[src/rtl/jump_pkg.sv]
// Shared definitions for the branch-resolution unit: opcodes, default widths, FSM states.
// Latency: n/a (types and constants only).
// Backpressure: n/a.
package jump_pkg;

    // Default geometry; the top and interface take these as parameter defaults.
    localparam int DEF_PC_W      = 9;
    localparam int DEF_INSTR_W   = 9;
    localparam int DEF_LUT_DEPTH = 32;
    localparam int DEF_RAS_DEPTH = 4;

    // Control-flow opcodes live in instr[8:5].
    localparam logic [3:0] OP_JMP  = 4'b1100;
    localparam logic [3:0] OP_RET  = 4'b1101;
    localparam logic [3:0] OP_BRZ  = 4'b1110;
    localparam logic [3:0] OP_CALL = 4'b1111;

    typedef enum logic {
        RUN      = 1'b0,
        REDIRECT = 1'b1
    } state_t;

endpackage

[src/rtl/jump_ctrl_if.sv]
// Bundle between fetch/PC logic and the branch-resolution unit.
// Latency: n/a (wires only).
// Backpressure: none; signals are sampled every cycle.
// Ports: prog_ctr/instr/zero_flag carry the fetched instruction, lut_wr_* load the
// jump LUT, absjump_en/target/flush steer the PC, ras_* are sticky error flags.
interface jump_ctrl_if
    import jump_pkg::*;
#(
    parameter int PC_W    = DEF_PC_W,
    parameter int INSTR_W = DEF_INSTR_W,
    parameter int LUT_AW  = $clog2(DEF_LUT_DEPTH)
);
    logic [PC_W-1:0]    prog_ctr;
    logic [INSTR_W-1:0] instr;
    logic               zero_flag;
    logic               lut_wr_en;
    logic [LUT_AW-1:0]  lut_wr_addr;
    logic [PC_W-1:0]    lut_wr_data;
    logic               absjump_en;
    logic [PC_W-1:0]    target;
    logic               flush;
    logic               ras_overflow;
    logic               ras_underflow;

    // Fetch side drives the instruction stream and LUT writes.
    modport master (
        output prog_ctr, instr, zero_flag, lut_wr_en, lut_wr_addr, lut_wr_data,
        input  absjump_en, target, flush, ras_overflow, ras_underflow
    );

    // Branch unit side.
    modport slave (
        input  prog_ctr, instr, zero_flag, lut_wr_en, lut_wr_addr, lut_wr_data,
        output absjump_en, target, flush, ras_overflow, ras_underflow
    );

endinterface

[src/rtl/ret_stack.sv]
// Return-address LIFO: push/pop with full/empty status; top is the most recent entry.
// Latency: push/pop take effect at the next posedge; top is combinational from state.
// Backpressure: push while full and pop while empty are silently dropped.
// Ports: clk, reset (async active-high), push/push_data, pop, top, full, empty.
module ret_stack #(
    parameter int DEPTH = 4,
    parameter int WIDTH = 9
) (
    input  logic             clk,
    input  logic             reset,
    input  logic             push,
    input  logic [WIDTH-1:0] push_data,
    input  logic             pop,
    output logic [WIDTH-1:0] top,
    output logic             full,
    output logic             empty
);
    localparam int AW = (DEPTH > 1) ? $clog2(DEPTH) : 1;
    localparam int CW = $clog2(DEPTH + 1);

    logic [WIDTH-1:0] mem [DEPTH];
    logic [CW-1:0]    count;
    logic [AW-1:0]    top_idx;

    assign full    = (count == CW'(DEPTH));
    assign empty   = (count == '0);
    assign top_idx = AW'(count - CW'(1));
    assign top     = empty ? '0 : mem[top_idx];

    always_ff @(posedge clk or posedge reset) begin
        if (reset) begin
            count <= '0;
            for (int i = 0; i < DEPTH; i++) begin
                mem[i] <= '0;
            end
        end else if (push && !full) begin
            // Push wins over a simultaneous pop; the top never issues both.
            mem[AW'(count)] <= push_data;
            count           <= count + CW'(1);
        end else if (pop && !empty) begin
            count <= count - CW'(1);
        end
    end

endmodule

[src/rtl/jump_ctrl.sv]
// Branch-resolution unit: decodes JMP/BRZ/CALL/RET, resolves targets via a jump LUT and RAS.
// Latency: jump decoded in cycle n -> absjump_en/target registered for cycle n+1; flush marks
// the single wrong-path instruction in that cycle. Backpressure: none, one instruction per cycle.
// Ports: clk, reset (async active-high), bus (jump_ctrl_if.slave) carrying fetch, LUT write,
// PC redirect and sticky RAS error flags.
module jump_ctrl
    import jump_pkg::*;
#(
    parameter int PC_W      = DEF_PC_W,
    parameter int INSTR_W   = DEF_INSTR_W,
    parameter int LUT_DEPTH = DEF_LUT_DEPTH,
    parameter int RAS_DEPTH = DEF_RAS_DEPTH
) (
    input  logic        clk,
    input  logic        reset,
    jump_ctrl_if.slave  bus
);
    localparam int LUT_AW = $clog2(LUT_DEPTH);

    state_t            state;
    logic [PC_W-1:0]   lut [LUT_DEPTH];
    logic              absjump_q;
    logic [PC_W-1:0]   target_q;
    logic              ovf_q;
    logic              unf_q;

    logic [3:0]        op;
    logic [LUT_AW-1:0] idx;

    logic              take;
    logic [PC_W-1:0]   jmp_tgt;
    logic              do_push;
    logic              do_pop;
    logic              set_ovf;
    logic              set_unf;

    logic [PC_W-1:0]   ras_top;
    logic              ras_full;
    logic              ras_empty;
    logic [PC_W-1:0]   ret_addr;

    assign op  = bus.instr[INSTR_W-1 -: 4];
    assign idx = bus.instr[LUT_AW-1:0];

    // Return address wraps naturally at PC_W bits (CALL at the last address returns to 0).
    assign ret_addr = bus.prog_ctr + PC_W'(1);

    ret_stack #(
        .DEPTH (RAS_DEPTH),
        .WIDTH (PC_W)
    ) u_ras (
        .clk       (clk),
        .reset     (reset),
        .push      (do_push),
        .push_data (ret_addr),
        .pop       (do_pop),
        .top       (ras_top),
        .full      (ras_full),
        .empty     (ras_empty)
    );

    // Decode only in RUN; the instruction seen during REDIRECT is the wrong-path fetch
    // and must not touch the stack or the flags.
    always_comb begin
        take    = 1'b0;
        jmp_tgt = lut[idx];
        do_push = 1'b0;
        do_pop  = 1'b0;
        set_ovf = 1'b0;
        set_unf = 1'b0;
        if (state == RUN) begin
            case (op)
                OP_JMP: take = 1'b1;
                OP_BRZ: take = bus.zero_flag;
                OP_CALL: begin
                    // A full stack loses the return address but the call still jumps.
                    take    = 1'b1;
                    do_push = !ras_full;
                    set_ovf = ras_full;
                end
                OP_RET: begin
                    if (ras_empty) begin
                        set_unf = 1'b1;
                    end else begin
                        take    = 1'b1;
                        do_pop  = 1'b1;
                        jmp_tgt = ras_top;
                    end
                end
                default: ;
            endcase
        end
    end

    always_ff @(posedge clk or posedge reset) begin
        if (reset) begin
            state     <= RUN;
            absjump_q <= 1'b0;
            target_q  <= '0;
            ovf_q     <= 1'b0;
            unf_q     <= 1'b0;
        end else begin
            if (set_ovf) ovf_q <= 1'b1;
            if (set_unf) unf_q <= 1'b1;
            case (state)
                RUN: begin
                    absjump_q <= take;
                    if (take) begin
                        target_q <= jmp_tgt;
                        state    <= REDIRECT;
                    end
                end
                REDIRECT: begin
                    absjump_q <= 1'b0;
                    state     <= RUN;
                end
                default: begin
                    absjump_q <= 1'b0;
                    state     <= RUN;
                end
            endcase
        end
    end

    // Write lands at the edge, so a same-cycle decode of that index still sees the old entry.
    always_ff @(posedge clk or posedge reset) begin
        if (reset) begin
            for (int i = 0; i < LUT_DEPTH; i++) begin
                lut[i] <= '0;
            end
        end else if (bus.lut_wr_en) begin
            lut[bus.lut_wr_addr] <= bus.lut_wr_data;
        end
    end

    assign bus.absjump_en    = absjump_q;
    assign bus.target        = target_q;
    assign bus.flush         = (state == REDIRECT);
    assign bus.ras_overflow  = ovf_q;
    assign bus.ras_underflow = unf_q;

endmodule
[src/flat_wrapper.sv]
// flat-port wrapper written by rule: the top's interface ports become plain ports
module jump_ctrl_flat import jump_pkg::*;
#(
    parameter int PC_W      = DEF_PC_W,
    parameter int INSTR_W   = DEF_INSTR_W,
    parameter int LUT_DEPTH = DEF_LUT_DEPTH,
    parameter int RAS_DEPTH = DEF_RAS_DEPTH
)
  (clk, reset, bus_prog_ctr, bus_instr, bus_zero_flag, bus_lut_wr_en, bus_lut_wr_addr, bus_lut_wr_data, bus_absjump_en, bus_target, bus_flush, bus_ras_overflow, bus_ras_underflow);
  jump_ctrl_if #(.PC_W(PC_W), .INSTR_W(INSTR_W)) bus_i ();
  input  logic clk;
  input  logic reset;
  input wire logic [$bits(bus_i.prog_ctr)-1:0] bus_prog_ctr;
  input wire logic [$bits(bus_i.instr)-1:0] bus_instr;
  input wire logic [$bits(bus_i.zero_flag)-1:0] bus_zero_flag;
  input wire logic [$bits(bus_i.lut_wr_en)-1:0] bus_lut_wr_en;
  input wire logic [$bits(bus_i.lut_wr_addr)-1:0] bus_lut_wr_addr;
  input wire logic [$bits(bus_i.lut_wr_data)-1:0] bus_lut_wr_data;
  output wire logic [$bits(bus_i.absjump_en)-1:0] bus_absjump_en;
  output wire logic [$bits(bus_i.target)-1:0] bus_target;
  output wire logic [$bits(bus_i.flush)-1:0] bus_flush;
  output wire logic [$bits(bus_i.ras_overflow)-1:0] bus_ras_overflow;
  output wire logic [$bits(bus_i.ras_underflow)-1:0] bus_ras_underflow;
  assign bus_i.prog_ctr = bus_prog_ctr;
  assign bus_i.instr = bus_instr;
  assign bus_i.zero_flag = bus_zero_flag;
  assign bus_i.lut_wr_en = bus_lut_wr_en;
  assign bus_i.lut_wr_addr = bus_lut_wr_addr;
  assign bus_i.lut_wr_data = bus_lut_wr_data;
  assign bus_absjump_en = bus_i.absjump_en;
  assign bus_target = bus_i.target;
  assign bus_flush = bus_i.flush;
  assign bus_ras_overflow = bus_i.ras_overflow;
  assign bus_ras_underflow = bus_i.ras_underflow;
  jump_ctrl #(.PC_W(PC_W), .INSTR_W(INSTR_W), .LUT_DEPTH(LUT_DEPTH), .RAS_DEPTH(RAS_DEPTH)) u_core (.clk(clk), .reset(reset), .bus(bus_i));
endmodule
[config.mk]
export PLATFORM = sky130hd
export DESIGN_NAME = jump_ctrl_flat
export DESIGN_NICKNAME = d
export VERILOG_FILES = /design/src/rtl/jump_pkg.sv /design/src/rtl/jump_ctrl_if.sv /design/src/rtl/ret_stack.sv /design/src/rtl/jump_ctrl.sv /design/src/flat_wrapper.sv
export SDC_FILE = /design/constraint.sdc
export NUM_CORES = 1
export LEC_CHECK = 0
export ABC_AREA = 1
export BUFFER_PORTS_ARGS = -buffer_cell sky130_fd_sc_hd__buf_4
export CAP_MARGIN = 15
export CORE_ASPECT_RATIO = 0.9
export CORE_MARGIN = 2
export CORE_UTILIZATION = 35
export DETAILED_ROUTE_END_ITERATION = 12
export HOLD_SLACK_MARGIN = 0.05
export PLACE_DENSITY = 0.5
export SLEW_MARGIN = 20
export SYNTH_ARGS = -nofsm -noshare
export SYNTH_HDL_FRONTEND = slang
export SYNTH_SLANG_ARGS = --single-unit
[constraint.sdc]
create_clock -name clk -period 18.25 [get_ports clk]
set_input_delay 3.65 -clock clk [delete_from_list [all_inputs] [get_ports clk]]
set_output_delay 3.65 -clock clk [all_outputs]
set_load 0.05 [all_outputs]
# Word level (Yosys, flattened, before mapping)
# Index checks and enable logic that the tools add are counted.
# word_totals
reg_bits	340
input_bits	36
out_inout_bits	13
wordCells	102
# classes
add_sub_neg	3
n_lt_le_gt_ge	6
eq_ne	5
n_mux	31
n_bitwise	5
n_reduce_logical	10
# ops
cell	count
288-bit bitwise mux	1
9-bit two-way mux	8
9-bit binary-select mux with 5-bit select	1
9-bit demux with 5-bit select	1
36-bit bitwise mux	1
9-bit binary-select mux with 2-bit select	1
9-bit demux with 2-bit select	1
4-bit equality test (second input constant)	4
6-bit >= comparator (second input constant)	2
1-bit two-way mux	12
5-bit NOT with 6-bit output	2
9-bit by 1-bit adder with 9-bit output (second input constant)	1
3-bit >= comparator (second input constant)	2
6-bit by 1-bit less-than comparator with 1-bit output (second input constant)	1
3-bit two-way mux	2
2-bit NOT with 3-bit output	2
1-bit logical AND	4
1-bit case mux with 2 select lines	2
3-bit by 1-bit adder with 3-bit output (second input constant)	1
3-bit equality test (second input constant)	1
3-bit logical NOT	1
3-bit by 1-bit less-than comparator with 1-bit output (second input constant)	1
1-bit case mux with 3 select lines	1
3-bit by 1-bit subtractor with 3-bit output (second input constant)	1
other kinds (5)	6

# Logic depth before layout (Yosys ltp)
# depth
word_depth	7
mapped_depth	12
ltp_nobuf	11

# By module
# Synthesis repeated with hierarchy kept, for this count alone.
# unflattened
cells_unflattened	2189
area_unflattened_um2	17030.1
# modules_own_cells
module	instances	cells_per_inst	area_per_inst_um2	seq_area_each_um2
jump_ctrl	1	1929	14796.7	7507.2
ret_stack	1	260	2233.4	975.9

# Least setup slack after synthesis
# OpenSTA, ideal clock, no wires.
# synth_timing
path_type	input-to-reg
from	input port bus_instr[5]
to	register u_core.u_ras.mem[10] (netlist name)
setup_time_ns	0.125
arrival_ns	4.859
required_time_ns	18.125
slack_ns	13.266
stages	6
n_path_buf	1
cell_sequence	inv_1 nor3_2 nand3b_1 nor2_1 buf_2 mux2_2
# synth_via
elab_chain_len	4
# synth_rtl
element	line_no	text
from (decl)	flat_wrapper.sv:14	input wire logic [$bits(bus_i.instr)-1:0] bus_instr;
4-bit equality test	jump_ctrl.sv:72	case (op)
1-bit two-way mux	jump_ctrl.sv:72	
1-bit two-way mux	jump_ctrl.sv:71	if (state == RUN) begin
1-bit logical AND	ret_stack.sv:36	end else if (push && !full) begin
to (signal, indexed assignment)	ret_stack.sv:38	mem[AW'(count)] <= push_data;
to (decl)	ret_stack.sv:21	logic [WIDTH-1:0] mem [DEPTH];
# No other way between the ends.
# A chain may end at the register's enable or synchronous reset.

# Worst setup path in the final report
# layout_timing
from	input port bus_instr[0]
to	register u_core.target_q[3], in the netlist u_core.bus.target[3]
# layout_via
elab_chain_len	6
# layout_rtl
element	line_no	text
5-bit NOT with 6-bit output (implied by the code) *	jump_ctrl.sv:66	jmp_tgt = lut[idx];
9-bit binary-select mux with 5-bit select *	jump_ctrl.sv:66	
9-bit two-way mux (implied by the code) * (2 in series)	jump_ctrl.sv:66	
9-bit two-way mux	jump_ctrl.sv:82	if (ras_empty) begin
9-bit two-way mux *	jump_ctrl.sv:72	
to (signal assigned)	jump_ctrl.sv:109	target_q <= jmp_tgt;
to (decl)	jump_ctrl.sv:23	logic [PC_W-1:0] target_q;
# Every way passes the cells marked *; elsewhere a longest branch is shown, timed or not. The select of a mux whose other input is x is not followed.

==> results_tabular.tex <==
\begin{tabular}{lr}
\hline
Metric & Value \\
\hline
\multicolumn{2}{l}{\textbf{Placed design}} \\
Port Buffer Count & 48 \\
HPWL reported at the end of detailed placement & 32100 microns \\
Final weighted congestion in routability-driven placement & 0.862 \\
Pre-CTS setup slack & 11.67 ns \\
\multicolumn{2}{l}{\textbf{Logic synthesis}} \\
Leading post-synthesis cells by cell area & sky130\_fd\_sc\_hd\_\_dfrtp\_1 (51\%), sky130\_fd\_sc\_hd\_\_nand2\_1 (16\%), sky130\_fd\_sc\_hd\_\_o21ai\_0 (9.5\%) \\
Dominant synthesized flop cell & sky130\_fd\_sc\_hd\_\_dfrtp\_1 \\
Number of nets produced by synthesis & 2165 \\
Cell variety after synth & 35 \\
Number of synthesized flops with an enable pin & 0 \\
Share of the synthesized area in the top cell type & 0.514 \\
FFs w/ async S/R, synth & 1.00 \\
Synthesis Warnings & 0 \\
Number of cells produced by synthesis & 2123 \\
Sequential area share after synthesis & 0.514 \\
Mapped Avg Cell Area & 7.78 sq um \\
Cell types with the highest counts after synthesis & sky130\_fd\_sc\_hd\_\_nand2\_1 (722), sky130\_fd\_sc\_hd\_\_dfrtp\_1 (339), sky130\_fd\_sc\_hd\_\_o21ai\_0 (315) \\
Synth area leader & sky130\_fd\_sc\_hd\_\_dfrtp\_1 \\
Netlist Area Pre-Place & 16500 sq um \\
Register bit total from synthesis & 339 \\
Most instantiated library cell after synthesis & sky130\_fd\_sc\_hd\_\_nand2\_1 \\
\multicolumn{2}{l}{\textbf{Critical path}} \\
Number of cells on the worst reg-to-reg path & 9 \\
Category of the worst setup path launch point & primary input \\
Kind of critical path & in -> reg \\
Required time of the critical path & 18.69 ns \\
Kind of end point of the critical path & flip-flop \\
Flop2flop setup slack & 14.27 ns \\
Worst R2R Start & u\_core.u\_ras.count[0]\$\_DFFE\_PP0P\_ \\
Crit Reg-Reg Endpoint & u\_core.bus.target[0]\$\_DFFE\_PP0P\_ \\
Maximum net fanout on the critical path & 67 \\
CP Data Arrival Time & 6.42 ns \\
\multicolumn{2}{l}{\textbf{Power and ir drop}} \\
Comb pwr share & 0.201 \\
Flop pwr share & 0.434 \\
Largest vdd supply drop & 0.0000601 V \\
Power, Total & 0.00233 W \\
Fraction of power spent switching nets & 0.310 \\
Internal power & 0.00161 W \\
Switching pwr & 0.000723 W \\
Pleak & 9.15 nW \\
Part of the power in the clock network & 0.365 \\
PD cells & 125 nW/um\^{}2 \\
\multicolumn{2}{l}{\textbf{Outcome}} \\
Status & completed \\
\multicolumn{2}{l}{\textbf{Timing}} \\
Total negative slack for setup checks & 0 ns \\
Unrepaired setup endpoints after global routing & false \\
Total setup violations reported at the end of the flow & 0 \\
Least setup slack across all paths after layout & 12.27 ns \\
Period Utilization, post-route & 0.328 \\
Final count of hold timing violations & 0 \\
Slew Viols, Final & 0 \\
Peak clock frequency supported by timing & 167 MHz \\
Setup skew after layout & 0.0194 ns \\
Clock period minus final worst setup slack & 5.98 ns \\
Relative slew slack & 0.269 \\
Slew @ Worst Pin & 1.09 ns \\
\multicolumn{2}{l}{\textbf{Clock tree}} \\
Maximum root-to-sink buffer count & 3 \\
Total clock sinks & 339 \\
Source-to-sink clock delay at the later pin of the worst-skew pair & 0.57 ns \\
H-tree depth reported by CTS & 2 \\
CTS Buf Count & 41 \\
Clock-pin slew reported for the worst setup and hold paths after clock tree synthesis & 0.05 ns \\
Clock tree root buffer cell & sky130\_fd\_sc\_hd\_\_clkbuf\_16 \\
Post-CTS setup-driven buffer insertion count & 0 \\
Clock tree from TritonCTS & built \\
Post-CTS sizing & 0 \\
Number of hold-repair buffers added at the cts stage & 0 \\
\multicolumn{2}{l}{\textbf{Routing}} \\
Total vias in the final route & 13762 \\
First-pass iteration count of the detailed router & 5 \\
Residual DRC count & 0 \\
DR WL met2 & 21800 microns \\
Average wire per cell in the routed design & 18.5 microns \\
Average via count per standard cell & 4.99 \\
Top layer in use & met5 \\
First-iteration detailed-routing DRC count & 1437 \\
Total Routed Length & 50900 microns \\
Antenna violation net count after detailed routing & 0 \\
WL met3 & 2970 microns \\
Sum of routed wire segments on met1 & 25100 microns \\
\multicolumn{2}{l}{\textbf{Global route}} \\
Global routing usage summed across all routing layers & 0.215 \\
Number of global-route vias before repair & 13379 \\
Largest net degree at the start of global routing & 170 \\
Global-route wire length before repair & 81000 microns \\
Number of antenna violations at the first check in global routing & 2 \\
Overflow left after global routing & 0 \\
\multicolumn{2}{l}{\textbf{Die}} \\
Die outline width & 233 microns \\
Initial cell density of the core & 0.354 \\
Area of the placeable core & 46600 sq um \\
Overall die area & 48900 sq um \\
Row count & 75 \\
Number of ports placed on the die boundary & 49 \\
Overall die height & 210 microns \\
\multicolumn{2}{l}{\textbf{Worst hold path}} \\
Source of the worst hold timing path & u\_core.bus.ras\_underflow\$\_DFFE\_PP0P\_ \\
Worst min path class & reg -> reg \\
Instance count along the most critical hold path & 1 \\
Min-Delay Endpoint & u\_core.bus.ras\_underflow\$\_DFFE\_PP0P\_ \\
\multicolumn{2}{l}{\textbf{Finish}} \\
Share of the core filled with cells in the final layout & 0.401 \\
Fillers & 4835 \\
Final layout net count & 2156 \\
Share of post-route cells with drive strength above 1 & 0.0981 \\
Layout overhead on the synthesized area & 13.2\% \\
\multicolumn{2}{l}{\textbf{Flow run}} \\
Max-cap violation count & 0 \\
\hline
\end{tabular}
through the flow:
step / area, sq um / hold slack, ns / std cells
6_report: 18700 / 0.469 / 2758
5_1_grt: 18700 / 0.489 / 2757
4_1_cts: 18700 / 0.471 / 2756
3_5_place_dp: 17300 / 0.450 / 2686
3_3_place_gp: 17300 / 0.459 / 2686
2_1_floorplan: 16500 / 0.445 / 2123
critical path: stages:
cell	delay, ns
sky130_fd_sc_hd__buf_4	0.31
sky130_fd_sc_hd__clkinv_2	0.73
sky130_fd_sc_hd__buf_4	0.64
sky130_fd_sc_hd__nand2_1	0.14
sky130_fd_sc_hd__nand2_1	0.05
sky130_fd_sc_hd__nand2_1	0.05
sky130_fd_sc_hd__nand3_1	0.11
sky130_fd_sc_hd__nand3_1	0.12
sky130_fd_sc_hd__nand3_1	0.16
sky130_fd_sc_hd__nand2_1	0.15
sky130_fd_sc_hd__nand2_1	0.06
sky130_fd_sc_hd__nand2_1	0.07
sky130_fd_sc_hd__nand2_1	0.05
how the worst max path moves through the flow:
stage                            start                          endpoint  slack [ns]
after floorplan                  reset   u_core.bus.absjump_en$_DFF_PP0_        5.21
after global placement    bus_instr[0]  u_core.bus.target[4]$_DFFE_PP0P_       11.64
after detailed placement  bus_instr[0]  u_core.bus.target[4]$_DFFE_PP0P_       11.67
after CTS                 bus_instr[0]  u_core.bus.target[4]$_DFFE_PP0P_       12.27
after global routing      bus_instr[0]  u_core.bus.target[0]$_DFFE_PP0P_       12.00
final                     bus_instr[0]  u_core.bus.target[3]$_DFFE_PP0P_       12.27
metal layers:
layer,global-route usage,vias up
met4,0.0611,2
li1,-,6686
met3,0.0358,68
met5,0,-
met2,0.317,348
met1,0.325,6658
sequential cells by signal, summed over array words and instances, names as in the netlist:
| signal | count |
|---|---|
| u_core.lut | 288 |
| u_core.u_ras.mem | 36 |
| u_core.bus.target | 9 |
| u_core.u_ras.count | 3 |
| u_core.bus.absjump_en | 1 |
| u_core.bus.ras_overflow | 1 |
| u_core.bus.ras_underflow | 1 |
cell usage in the layout (no fill, tap or decap), types with 3 or more instances in the layout:
cell type / instances
sky130_fd_sc_hd__o21ai_0: 315
sky130_fd_sc_hd__o211ai_1: 4
sky130_fd_sc_hd__clkinv_2: 8
sky130_fd_sc_hd__nor3_4: 8
sky130_fd_sc_hd__clkbuf_1: 8
sky130_fd_sc_hd__ha_1: 6
sky130_fd_sc_hd__nor2_2: 3
sky130_fd_sc_hd__nand2_1: 722
sky130_fd_sc_hd__a21oi_1: 18
sky130_fd_sc_hd__nor3_2: 4
sky130_fd_sc_hd__clkbuf_16: 43
sky130_fd_sc_hd__buf_4: 63
sky130_fd_sc_hd__nand2_2: 26
sky130_fd_sc_hd__inv_2: 6
sky130_fd_sc_hd__dfrtp_1: 339
sky130_fd_sc_hd__or2_2: 8
sky130_fd_sc_hd__nor2_1: 58
sky130_fd_sc_hd__nor2_4: 3
sky130_fd_sc_hd__o21ai_1: 14
sky130_fd_sc_hd__xnor2_1: 4
sky130_fd_sc_hd__a31oi_1: 10
sky130_fd_sc_hd__inv_1: 215
sky130_fd_sc_hd__xor2_1: 5
sky130_fd_sc_hd__nand3_1: 202
sky130_fd_sc_hd__clkbuf_8: 5
sky130_fd_sc_hd__bufinv_16: 5
sky130_fd_sc_hd__clkinv_1: 5
sky130_fd_sc_hd__mux2_2: 16
area by class of cell:
class | count | area (sq um) | area share
Clock buffer | 56 | 1170 | 0.0629
Multi-Input combinational cell | 1436 | 6640 | 0.355
Timing Repair Buffer | 66 | 541 | 0.0289
Tap cell | 616 | 771 | 0.0412
Antenna cell | 1 | 2.50 | 0.000134
Inverter | 230 | 876 | 0.0469
Clock inverter | 14 | 205 | 0.0110
Sequential cell | 339 | 8480 | 0.454
cells by family (layout without fill, tap and decap cells):
logic type	count (synthesis)	in the layout	synth area share
xor+xnor	9	9	0.00477
other cells	0	1	0
flops	339	339	0.514
fa+ha+maj	6	6	0.00455
mux	16	16	0.0109
compound gates	367	367	0.114
buf+inv	348	366	0.0848
simple gates	1038	1038	0.268
power by group through the flow:
stage | clock network [W] | logic [W] | registers, W
after floorplan | 0 | 0.000325 | 0.00102
after detailed placement | 0 | 0.000468 | 0.00102
after global routing | 0.000899 | 0.000541 | 0.00103
after global placement | 0 | 0.000461 | 0.00102
final | 0.000849 | 0.000469 | 0.00101
after CTS | 0.000869 | 0.000470 | 0.00101
No activity file was read; power rests on OpenSTA's default activity.
